File: config.mk
export PLATFORM = sky130hd
export DESIGN_NAME = axi_r_channel_master_mo
export DESIGN_NICKNAME = d
export VERILOG_FILES = /design/src/rtl/axi_r_channel_master_mo.sv
export SDC_FILE = /design/constraint.sdc
export NUM_CORES = 1
export LEC_CHECK = 0
export CAP_MARGIN = 20
export CORE_MARGIN = 2
export CORE_UTILIZATION = 35
export CTS_CLUSTER_SIZE = 12
export DETAILED_ROUTE_END_ITERATION = 7
export DONT_BUFFER_PORTS = 1
export PLACE_DENSITY_LB_ADDON = 0.25
export SLEW_MARGIN = 10
export SYNTH_ARGS = -nofsm -noshare
export SYNTH_HDL_FRONTEND = slang
export SYNTH_SLANG_ARGS = --single-unit
File: constraint.sdc
create_clock -name ACLK -period 2.1 [get_ports ACLK]
set_input_delay 0.42 -clock ACLK [delete_from_list [all_inputs] [get_ports ACLK]]
set_output_delay 0.42 -clock ACLK [all_outputs]
set_load 0.03 [all_outputs]
File: src/rtl/axi_r_channel_master_mo.sv
// AXI read master: INCR bursts, up to MAX_OUTSTANDING in flight, RAW-hazard gated AR, registered R beat reporting.
// Optional error reporting (rdata_err, rd_err_sticky) enabled by defining AXI_RD_ERR_EN.
module axi_r_channel_master_mo #(
    parameter int unsigned DATA_WIDTH      = 32,
    parameter int unsigned ADDR_WIDTH      = 32,
    parameter int unsigned ID_WIDTH        = 4,
    parameter int unsigned LEN_WIDTH       = 4,
    parameter int unsigned MAX_OUTSTANDING = 2
) (
    input  logic                  ACLK,
    input  logic                  ARESETn,
    output logic [ADDR_WIDTH-1:0] ARADDR,
    output logic [LEN_WIDTH-1:0]  ARLEN,
    output logic [ID_WIDTH-1:0]   ARID,
    output logic [2:0]            ARSIZE,
    output logic [1:0]            ARBURST,
    output logic                  ARVALID,
    input  logic                  ARREADY,
    input  logic [DATA_WIDTH-1:0] RDATA,
    input  logic [ID_WIDTH-1:0]   RID,
    input  logic [1:0]            RRESP,
    input  logic                  RLAST,
    input  logic                  RVALID,
    output logic                  RREADY,
    input  logic                  ren,
    input  logic [ADDR_WIDTH-1:0] araddr,
    input  logic [LEN_WIDTH-1:0]  arlen,
    input  logic [ID_WIDTH-1:0]   arid,
    output logic                  raddr_ok,
    input  logic                  mem_writing,
    input  logic [ADDR_WIDTH-1:0] mem_last_write_address,
    output logic                  rdata_ok,
    output logic [DATA_WIDTH-1:0] rdata,
    output logic [ID_WIDTH-1:0]   rid,
    output logic [LEN_WIDTH-1:0]  rdata_ptr,
    output logic                  rdata_last
`ifdef AXI_RD_ERR_EN
    ,
    output logic                  rdata_err,
    output logic                  rd_err_sticky
`endif
);

    localparam int unsigned CNT_W = $clog2(MAX_OUTSTANDING + 1);

    typedef enum logic {S_IDLE, S_REQ} state_e;

    state_e                state_q, state_d;
    logic                  arvalid_q, arvalid_d;
    logic [ADDR_WIDTH-1:0] araddr_q, araddr_d;
    logic [LEN_WIDTH-1:0]  arlen_q, arlen_d;
    logic [ID_WIDTH-1:0]   arid_q, arid_d;
    logic [CNT_W-1:0]      outst_q, outst_d;
    logic [LEN_WIDTH-1:0]  beat_q, beat_d;
    logic                  rdata_ok_q, rdata_ok_d;
    logic [DATA_WIDTH-1:0] rdata_q, rdata_d;
    logic [ID_WIDTH-1:0]   rid_q, rid_d;
    logic [LEN_WIDTH-1:0]  ptr_q, ptr_d;
    logic                  last_q, last_d;
    logic                  take, ar_hs, r_hs, rlast_hs, hazard;
    logic                  unused_rresp;

    // Hazard only delays the issue; the pending request stays latched.
    assign hazard   = mem_writing && (araddr_q == mem_last_write_address);
    assign ARVALID  = arvalid_q && !hazard;
    assign ar_hs    = ARVALID && ARREADY;
    assign RREADY   = (outst_q != '0);
    assign r_hs     = RVALID && RREADY;
    assign rlast_hs = r_hs && RLAST;
    assign take     = ren && raddr_ok;

    assign ARADDR     = araddr_q;
    assign ARLEN      = arlen_q;
    assign ARID       = arid_q;
    assign ARSIZE     = 3'($clog2(DATA_WIDTH / 8));
    assign ARBURST    = 2'b01;
    assign rdata_ok   = rdata_ok_q;
    assign rdata      = rdata_q;
    assign rid        = rid_q;
    assign rdata_ptr  = ptr_q;
    assign rdata_last = last_q;

    always_ff @(posedge ACLK) begin
        if (!ARESETn) begin
            state_q    <= S_IDLE;
            arvalid_q  <= 1'b0;
            araddr_q   <= '0;
            arlen_q    <= '0;
            arid_q     <= '0;
            outst_q    <= '0;
            beat_q     <= '0;
            rdata_ok_q <= 1'b0;
            rdata_q    <= '0;
            rid_q      <= '0;
            ptr_q      <= '0;
            last_q     <= 1'b0;
        end else begin
            state_q    <= state_d;
            arvalid_q  <= arvalid_d;
            araddr_q   <= araddr_d;
            arlen_q    <= arlen_d;
            arid_q     <= arid_d;
            outst_q    <= outst_d;
            beat_q     <= beat_d;
            rdata_ok_q <= rdata_ok_d;
            rdata_q    <= rdata_d;
            rid_q      <= rid_d;
            ptr_q      <= ptr_d;
            last_q     <= last_d;
        end
    end

    always_comb begin
        state_d   = state_q;
        arvalid_d = arvalid_q;
        araddr_d  = araddr_q;
        arlen_d   = arlen_q;
        arid_d    = arid_q;
        unique case (state_q)
            S_IDLE: begin
                if (take) begin
                    state_d   = S_REQ;
                    arvalid_d = 1'b1;
                    araddr_d  = araddr;
                    arlen_d   = arlen;
                    arid_d    = arid;
                end
            end
            S_REQ: begin
                if (ar_hs) begin
                    state_d   = S_IDLE;
                    arvalid_d = 1'b0;
                    araddr_d  = '0;
                    arlen_d   = '0;
                    arid_d    = '0;
                end
            end
            default: state_d = S_IDLE;
        endcase
    end

    always_comb begin
        raddr_ok = (state_q == S_IDLE) && (outst_q < CNT_W'(MAX_OUTSTANDING));
    end

    always_comb begin
        outst_d = outst_q;
        if (ar_hs && !rlast_hs) begin
            outst_d = outst_q + 1'b1;
        end else if (!ar_hs && rlast_hs) begin
            outst_d = outst_q - 1'b1;
        end
        beat_d     = beat_q;
        rdata_ok_d = r_hs;
        rdata_d    = rdata_q;
        rid_d      = rid_q;
        ptr_d      = ptr_q;
        last_d     = last_q;
        if (r_hs) begin
            rdata_d = RDATA;
            rid_d   = RID;
            ptr_d   = beat_q;
            last_d  = RLAST;
            beat_d  = RLAST ? '0 : beat_q + 1'b1;
        end
    end

`ifdef AXI_RD_ERR_EN
    logic err_q, sticky_q;

    always_ff @(posedge ACLK) begin
        if (!ARESETn) begin
            err_q    <= 1'b0;
            sticky_q <= 1'b0;
        end else begin
            err_q    <= r_hs && RRESP[1];
            sticky_q <= sticky_q || (r_hs && RRESP[1]);
        end
    end

    assign rdata_err     = err_q;
    assign rd_err_sticky = sticky_q;
    assign unused_rresp  = RRESP[0];
`else
    assign unused_rresp  = ^RRESP;
`endif

endmodule

==> metrics.yaml, run 1 <==
status:
  status: "finished with violations"
  violations: "negative setup slack"
hold_path:
  min_path_cells: 2
  holdPathEnd: "rdata[0]"
  hold_class: "input port to flop"
  min-delay-start: "RDATA[0]"
timing:
  finalSetupTns_ns: -9.32
  rsz0062_at_grt: "true"
  fmax_mhz: 417
  finalSetupViolCount: 44
  hold_violations: 0
  holdWs_ns: 0.203
  fin_skew_ns: 0.00475
  layout_setup_ws_ns: -0.296
  report.final.slew_viol_count: 0
  finalCritPeriodShare: 1.14
  min_period_ns: 2.40
yosys:
  muxShareOfSynthArea: 0
  ys_top_cells_by_area: "dfxtp_1 (46%), o22ai_2 (12%), nand2_1 (12%), xor2_1 (7.3%), a21oi_1 (6.0%)"
  syn_area_um2: 3940
  ys_seq_area_frac: 0.457
  synth_seq_cells: 90
  syn_inst: 458
  synth_compound_area_frac: 0.195
  ys_warn_count: 0
  synth_fa_ha_area_frac: 0.00635
  yosysUniqueCellTypes: 29
  avgSynthCellArea_um2: 8.61
  synth-simple-area-share: 0.210
  synth_top_area_share: 0.457
  synth_xor_area_frac: 0.0755
  synth_top_family_by_area: "simple AND/OR/NAND/NOR gates"
  yosysTopAreaCell: "dfxtp_1"
setup_path:
  reg2reg_to: "outst_q[1]"
  r2r-start: "ARADDR[7]"
  worstSetupPathType: "flop to flop"
  worstPathArrival_ns: 2.68
  endpoint_kind: "flop"
  start_kind: "flop"
  r2r.worst_path.cells: 11
  worst_ep_required_time_ns: 2.38
  regToRegSetupSlack_ns: -0.30
  path_max_fanout: 2
finish:
  fin_nets: 610
  area_delta_synth_final_pct: 27.0
  layout-drive-gt1-share: 0.306
  post-route-util: 0.458
  n_antenna_cell: 0
  nFillCells: 1102
clock_network:
  cts_root_buf: "clkbuf_16"
  cts.clk_slew.worst_paths_ns: 0.07
  clk_latency_ns: 0.35
  clock_path_buffers: 2
  clock_sinks: 90
  cts_tree: "built"
  h-tree-depth: 3
  cts_buffers: 9
placement:
  place_hpwl_um: 7640
  portBuffers: 0
  globalplace.congestion: 0.802
die:
  die_area_um2: 12100
  coreArea_um2: 10900
  start_util: 0.361
  die_h_um: 110
  die_x_um: 110
  ios: 207
  rows: 38
grt:
  grt-ovfl-total: 0
  grt_pass1_wl_um: 16100
  grt_use_total: 0.178
  antenna_found_initial: 0
  grt_max_degree: 84
  first_global_vias: 3184
detailed_routing:
  drc: 0
  dr.pass1.iters: 4
  dr.first_iter.drc_count: 236
  wire_per_inst_um: 17.3
  via_count: 3269
  routed_via_density: 5.14
  wl_um: 11000
  drt.antenna.violating_nets: 0
flow_run:
  max-cap-violations: 0
power_and_ir_drop:
  ir_drop_v: 0.000669
  powerDensity_nw_per_um2: 993
  power_w: 0.00497
  p_leak_nw: 1.93
==> logic make-up (layout without fill, tap and decap cells) <==
logic type                 after synthesis  count (layout)
AOI/OAI and AO/OA                       93              93
xor gates and xnor gates                34              34
adders and majority gates                2               2
buffers and inverters                   43              78
DFF                                     90              90
other                                    2               5
and+or+nand+nor                        194             194
==> sequential cells by signal (all words and copies together) (netlist names), 2 cells and up <==
| name | cells |
|---|---|
| ARADDR | 32 |
| rdata_ptr | 4 |
| rid | 4 |
| rdata | 32 |
| ARLEN | 4 |
| outst_q | 2 |
| ARID | 4 |
| beat_q | 4 |
==> metrics by stage <==
step,instances,instance area [um2],setup WS [ns]
5_1_grt,636,5010,-0.436
3_3_place_gp,607,4380,-0.340
6_report,636,5010,-0.296
4_1_cts,636,4990,-0.307
3_5_place_dp,607,4380,-0.309
2_1_floorplan,461,4000,-0.181
==> cell usage in the layout (no fill, tap or decap), types with 2 or more instances in the layout <==
| cell | count |
|---|---|
| a21oi_1 | 47 |
| nor2_1 | 5 |
| xor2_2 | 3 |
| clkinv_4 | 2 |
| buf_16 | 5 |
| nor4_2 | 3 |
| nand2_1 | 126 |
| clkbuf_16 | 9 |
| xor2_1 | 30 |
| conb_1 | 5 |
| dfxtp_1 | 65 |
| nand3_1 | 43 |
| o22ai_2 | 39 |
| dfxtp_2 | 25 |
| o21ai_0 | 3 |
| nor4_1 | 4 |
| buf_6 | 6 |
| buf_4 | 43 |
| nor3_1 | 3 |
| and2_1 | 2 |
| buf_12 | 7 |
==> power by group <==
part | total (W) | switching (W) | internal, W
Combinational | 0.00111 | 0.000660 | 0.000445
Clock | 0.00166 | 0.000724 | 0.000940
Sequential | 0.00220 | 0.000308 | 0.00189
Total | 0.00497 | 0.00169 | 0.00328
==> worst max-delay path: stages (launching register included) <==
cell,delay (ns)
dfxtp_2,0.34
xor2_1,0.17
nor4_2,0.29
buf_4,0.16
nand4_1,0.09
o31a_1,0.30
buf_4,0.14
and2_4,0.13
ha_4,0.16
xor2_2,0.14
or3_1,0.30
a21oi_1,0.11
==> synthesized netlist by cell type, drive strengths merged <==
cell type / number
buf: 11
dfxtp: 90
clkbuf: 31
nand3: 43
nor3: 3
conb: 2
o31a: 1
a21bo: 1
inv: 1
or3: 1
and3: 1
nand2: 127
and2: 3
xor2: 33
nor4b: 1
nor2: 5
ha: 2
o21ai: 3
nand3b: 1
nand4: 1
o22ai: 41
nor4: 7
or2: 1
xnor2: 1
a21oi: 47
==> per-layer routing <==
metal,GRT usage,vias up,wire (um)
li1,-,1614,-
met1,0.194,1505,4220
met2,0.288,135,5230
met3,0.101,15,1350
met4,0.0652,0,187
met5,0,-,0
==> worst max path at each step <==
stage / startpoint / end
3_3_place_gp: mem_last_write_address[12] / outst_q[1]
6_report: ARADDR[7] / outst_q[1]
2_1_floorplan: mem_last_write_address[11] / outst_q[1]
5_1_grt: ARADDR[7] / outst_q[1]
4_1_cts: ARADDR[21] / ARVALID
3_5_place_dp: mem_last_write_address[12] / outst_q[1]
==> layout make-up <==
cell class,instances,area (um2),share of cell area
Clock buffer,10,229,0.0457
Clock inverter,6,75.1,0.0150
Tap cell,140,175,0.0350
Timing Repair Buffer,61,668,0.133
Multi-Input combinational cell,328,2020,0.404
Inverter,1,3.75,0.000750
Sequential cell,90,1830,0.366
==> timing repair <==
| item | 4_1_cts | 5_1_grt |
|---|---|---|
| endpoints found under the setup margin | 44 | 44 |
| hold endpoints to repair | 0 | 0 |
| hold buffers | 0 | 0 |
| cloned | 5 | 0 |
| buffers inserted | 8 | 0 |
| pin swaps | 31 | 3 |
| gates resized for setup | 19 | 3 |
Power figures use the tool's default switching activity.
==> inputs of run 2 (changes only) <==
--- a/config.mk
+++ b/config.mk
@@ -5,13 +5,15 @@
 export SDC_FILE = /design/constraint.sdc
 export NUM_CORES = 1
 export LEC_CHECK = 0
+export ABC_CLOCK_PERIOD_IN_PS = 2100
 export CAP_MARGIN = 20
 export CORE_MARGIN = 2
-export CORE_UTILIZATION = 35
+export CORE_UTILIZATION = 45
 export CTS_CLUSTER_SIZE = 12
 export DETAILED_ROUTE_END_ITERATION = 7
 export DONT_BUFFER_PORTS = 1
 export PLACE_DENSITY_LB_ADDON = 0.25
+export SETUP_SLACK_MARGIN = 0.15
 export SLEW_MARGIN = 10
 export SYNTH_ARGS = -nofsm -noshare
 export SYNTH_HDL_FRONTEND = slang
==> run 2 against run 1 <==
The run still ends with negative setup slack left; power decreased by 10%; sequential power is essentially flat; first-iteration DRC count shrank 35%; clock power decreased by 29%; combinational power about the same; die area down 21%; wire length decreased by 4.2%; via count hardly changed; register-to-register slack gained 0.05 ns; critical path type unchanged.
==> metrics.yaml, run 2 (synthesis gave the netlist of run 1 again) <==
power_and_ir_drop:
  ir_drop_v: 0.000442
  p_sw_w: 0.00167
  power_report.internal_total_w: 0.00278
  clock_power_share: 0.264
  netSwitchingFraction: 0.376
  pwr-share-seq: 0.492
  power_frac_comb: 0.244
  powerDensity_nw_per_um2: 933
  p_leak_nw: 1.83
setup_path:
  start_kind: "flop"
  cp_num_buf_inv: 1
  crit_path_frequent_cell: "xor2_1"
  worstSetupPathType: "flop to flop"
  critPathTopFamily: "simple AND/OR/NAND/NOR gates"
  crit_chain: "xor2_1, nor4_2, buf_4, nand4_1, o31a_1, and2_4, ha_4, xor2_1, or3_1, a21oi_2"
  cp_slowest_cell: "dfxtp_2"
  worstPathArrival_ns: 2.65
  endpoint_kind: "flop"
  critPathMaxStageDelay_ns: 0.34
  worst_ep_required_time_ns: 2.40
  path_max_fanout: 2
grt:
  grt_max_degree: 84
  first_global_vias: 3176
  grt_pass1_wl_um: 16500
  grt_use_total: 0.215
  grt-ovfl-total: 0
  antenna_found_initial: 1
placement:
  placed_cell_area_um2: 4320
  place_hpwl_um: 7160
  portBuffers: 0
  globalplace.congestion: 0.792
timing:
  hold_violations: 0
  finalCritPeriodShare: 1.12
  finalSetupTns_ns: -5.49
  holdWs_ns: 0.171
  fin_skew_ns: 0.0109
  report.final.slew_viol_count: 0
  fmax_mhz: 426
  rsz0062_at_grt: "true"
  layout_setup_ws_ns: -0.247
  min_period_ns: 2.35
  finalSetupViolCount: 44
finish:
  fin_nets: 604
  n_antenna_cell: 0
  area_delta_synth_final_pct: 21.1
  layout.cells.most_common: "nand2_1"
  mostFrequentLayoutCells: "nand2_1 (126), dfxtp_1 (66), a21oi_1 (46)"
  multi_input_area_um2: 2030
  layout-drive-gt1-share: 0.298
  nFillCells: 774
  post-route-util: 0.556
  regArea_um2: 1830
  final_area_um2: 4780
die:
  ios: 207
  start_util: 0.459
  die_h_um: 97.6
  coreArea_um2: 8590
  rows: 34
  die_x_um: 97.6
  die_area_um2: 9530
status:
  status: "finished with violations"
  violations: "negative setup slack"
detailed_routing:
  routed_via_density: 5.47
  drt.antenna.violating_nets: 0
  wire_per_inst_um: 17.6
  dr.pass1.iters: 4
  drc: 0
  wl_um: 10500
  via_count: 3272
  dr.first_iter.drc_count: 153
clock_network:
  clock_sinks: 90
  clock_path_buffers: 2
  h-tree-depth: 3
  cts_tree: "built"
  cts_buffers: 9
  cts.clk_slew.worst_paths_ns: 0.11
  cts_root_buf: "clkbuf_8"
  clk_latency_ns: 0.36
hold_path:
  hold_class: "input port to flop"
flow_run:
  max-cap-violations: 0
[run 2: cell count changes in the layout (fill, tap and decap cells not counted), moves of 2 or more]
| cell | previous run | this run |
|---|---|---|
| xor2_1 | 30 | 32 |
| clkbuf_16 | 9 | 0 |
| xor2_2 | 3 | 1 |
| clkbuf_8 | 0 | 9 |
| buf_6 | 6 | 2 |
| inv_8 | 1 | 3 |
[run 2: final cells by class]
cell class / instances / share of cell area
clock buffers: 9 / 0.0259
clock inverters: 7 / 0.0141
inverters: 1 / 0.000786
multi-input cells: 328 / 0.424
flip-flops and latches: 90 / 0.384
well taps: 108 / 0.0283
repair buffers: 55 / 0.123
[run 2: metrics by stage]
stage | setup slack (ns) | std cells | total power (W)
floorplan | -0.181 | 461 | 0.00298
global placement | -0.354 | 574 | 0.00322
detailed placement | -0.287 | 574 | 0.00325
CTS | -0.224 | 597 | 0.00447
global route | -0.361 | 598 | 0.00467
finish | -0.247 | 598 | 0.00446
[run 2: final timing paths]
| path | startpoint | end | slack (ns) | depth (start not counted) |
|---|---|---|---|---|
| worst max-delay path | ARADDR[12] | outst_q[1] | -0.25 | 10 |
| worst min-delay path | RID[1] | rid[1] | 0.17 | 2 |
| worst max register to register | ARADDR[12] | outst_q[1] | -0.25 | 10 |
| worst min register to register | arvalid_q | arvalid_q | 0.49 | 2 |
[run 2: timing repair]
| item | in CTS | in global routing |
|---|---|---|
| resized for setup | 12 | 8 |
| pin swaps | 2 | 2 |
| hold buffers | 0 | 0 |
| cloned | 4 | 0 |
| buffers inserted | 3 | 1 |
| endpoints found under the setup margin | 45 | 45 |
[run 2: power groups by stage]
stage	registers [W]	logic, W	clock network (W)
finish	0.00219	0.00109	0.00118
global placement	0.00223	0.000994	0
CTS	0.00219	0.00107	0.00121
detailed placement	0.00223	0.00102	0
floorplan	0.00235	0.000631	0
global route	0.00221	0.00119	0.00127
[run 2: layer usage]
layer / wire length (um) / global-route usage / vias up
li1: - / - / 1596
met2: 5020 / 0.350 / 133
met4: 191 / 0.0844 / 2
met1: 4250 / 0.253 / 1522
met3: 1050 / 0.0878 / 19
met5: 16 / 0 / -
==> inputs of run 3 (changes only) <==
--- a/config.mk
+++ b/config.mk
@@ -14,6 +14,7 @@
 export DONT_BUFFER_PORTS = 1
 export PLACE_DENSITY_LB_ADDON = 0.25
 export SETUP_SLACK_MARGIN = 0.15
+export SKIP_CTS_REPAIR_TIMING = 1
 export SLEW_MARGIN = 10
 export SYNTH_ARGS = -nofsm -noshare
 export SYNTH_HDL_FRONTEND = slang
==> run 3 against run 2 <==
The flow still finishes with violations (negative setup slack); critical path depth did not move; first-iteration DRC count rose by 11%; flip-flop and latch count did not move; core utilization down 0.86 points; via count down 0.34%; register-to-register slack improved by 0.04 ns; final cell count fell by 0.67%; global-route usage shrank 1.3 points; worst setup slack better by 0.036 ns; die area unchanged; sequential share of layout area grew 0.58 points; critical path type unchanged; largest cell class unchanged.
==> metrics.yaml, run 3 (synthesis gave the netlist of run 1 again) <==
timing:
  report.final.slew_viol_count: 0
  finalSetupViolCount: 36
  holdWs_ns: 0.168
  rsz0062_at_grt: "true"
  finalCritPeriodShare: 1.10
  layout_setup_ws_ns: -0.211
  hold_violations: 0
  fin_skew_ns: 0.0123
  fmax_mhz: 433
  min_period_ns: 2.31
  finalSetupTns_ns: -1.37
die:
  die_x_um: 97.6
  die_area_um2: 9530
  die_h_um: 97.6
  coreArea_um2: 8590
  rows: 34
  ios: 207
  start_util: 0.459
placement:
  globalplace.congestion: 0.792
  portBuffers: 0
  placed_cell_area_um2: 4320
  place_hpwl_um: 7160
power_and_ir_drop:
  power_w: 0.00445
  ir_drop_v: 0.000440
  powerDensity_nw_per_um2: 946
  p_leak_nw: 1.79
detailed_routing:
  wl_um: 10400
  dr.first_iter.drc_count: 170
  routed_via_density: 5.49
  drt.antenna.violating_nets: 0
  dr.pass1.iters: 4
  wire_per_inst_um: 17.5
  via_count: 3261
  drc: 0
status:
  status: "finished with violations"
  violations: "negative setup slack"
clock_network:
  clock_sinks: 90
  cts_buffers: 9
  clk_latency_ns: 0.37
  cts_root_buf: "clkbuf_8"
  clock_path_buffers: 2
  h-tree-depth: 3
  cts.clk_slew.worst_paths_ns: 0.11
  cts_tree: "built"
finish:
  fin_nets: 600
  n_antenna_cell: 0
  final_area_um2: 4700
  nFillCells: 787
  mostFrequentLayoutCells: "nand2_1 (126), dfxtp_1 (67), a21oi_1 (46)"
  layout.cells.most_common: "nand2_1"
  area_delta_synth_final_pct: 19.3
  multi_input_area_um2: 2040
  regArea_um2: 1830
  layout-drive-gt1-share: 0.294
setup_path:
  start_kind: "flop"
  endpoint_kind: "flop"
  worstPathArrival_ns: 2.62
  worst_ep_required_time_ns: 2.41
  worstSetupPathType: "flop to flop"
  path_max_fanout: 2
grt:
  grt_use_total: 0.202
  grt_pass1_wl_um: 15600
  grt_max_degree: 84
  first_global_vias: 3070
  antenna_found_initial: 1
  grt-ovfl-total: 0
hold_path:
  hold_class: "input port to flop"
flow_run:
  max-cap-violations: 0
run 3: stage by stage:
stage               setup WS (ns)   util  std cells
floorplan                  -0.181      -        461
global placement           -0.354  0.503        574
detailed placement         -0.287  0.503        574
CTS                        -0.287  0.525        590
global route               -0.358  0.547        594
finish                     -0.211  0.547        594
run 3: final timing paths:
path,slack (ns),end,depth (start not counted),start
setup / recovery,-0.21,outst_q[1],10,ARADDR[12]
hold / removal,0.17,rid[1],2,RID[1]
setup reg to reg,-0.21,outst_q[1],10,ARADDR[12]
hold reg to reg,0.50,arvalid_q,2,arvalid_q
run 3: final cells by class:
| cell class | instances | share of cell area |
|---|---|---|
| multi-input combinational | 328 | 0.434 |
| sequential | 90 | 0.389 |
| timing repair buffer | 51 | 0.107 |
| clock inverter | 7 | 0.0144 |
| clock buffer | 9 | 0.0263 |
| tap | 108 | 0.0287 |
| inverter | 1 | 0.000798 |
run 3: critical path, cell delays in order, from the launching register on:
cell,delay [ns]
dfxtp_2,0.34
xor2_1,0.17
nor4_2,0.29
buf_4,0.15
nand4_1,0.09
o31a_1,0.30
and2_4,0.16
ha_4,0.15
xor2_1,0.14
or3_1,0.33
a21oi_2,0.12
run 3: power by group:
part | switching (W) | internal [W]
registers | 0.000302 | 0.00189
logic | 0.000656 | 0.000413
clock network | 0.000722 | 0.000466
total | 0.00168 | 0.00277
run 3: metal layers:
layer,vias to the layer above,share of wire,routed length (um),global-route usage
li1,1583,-,-,-
met1,1526,0.41,4230,0.237
met2,130,0.47,4900,0.326
met3,20,0.10,1040,0.0863
met4,2,0.021,217,0.0812
met5,-,0.0015,16,0
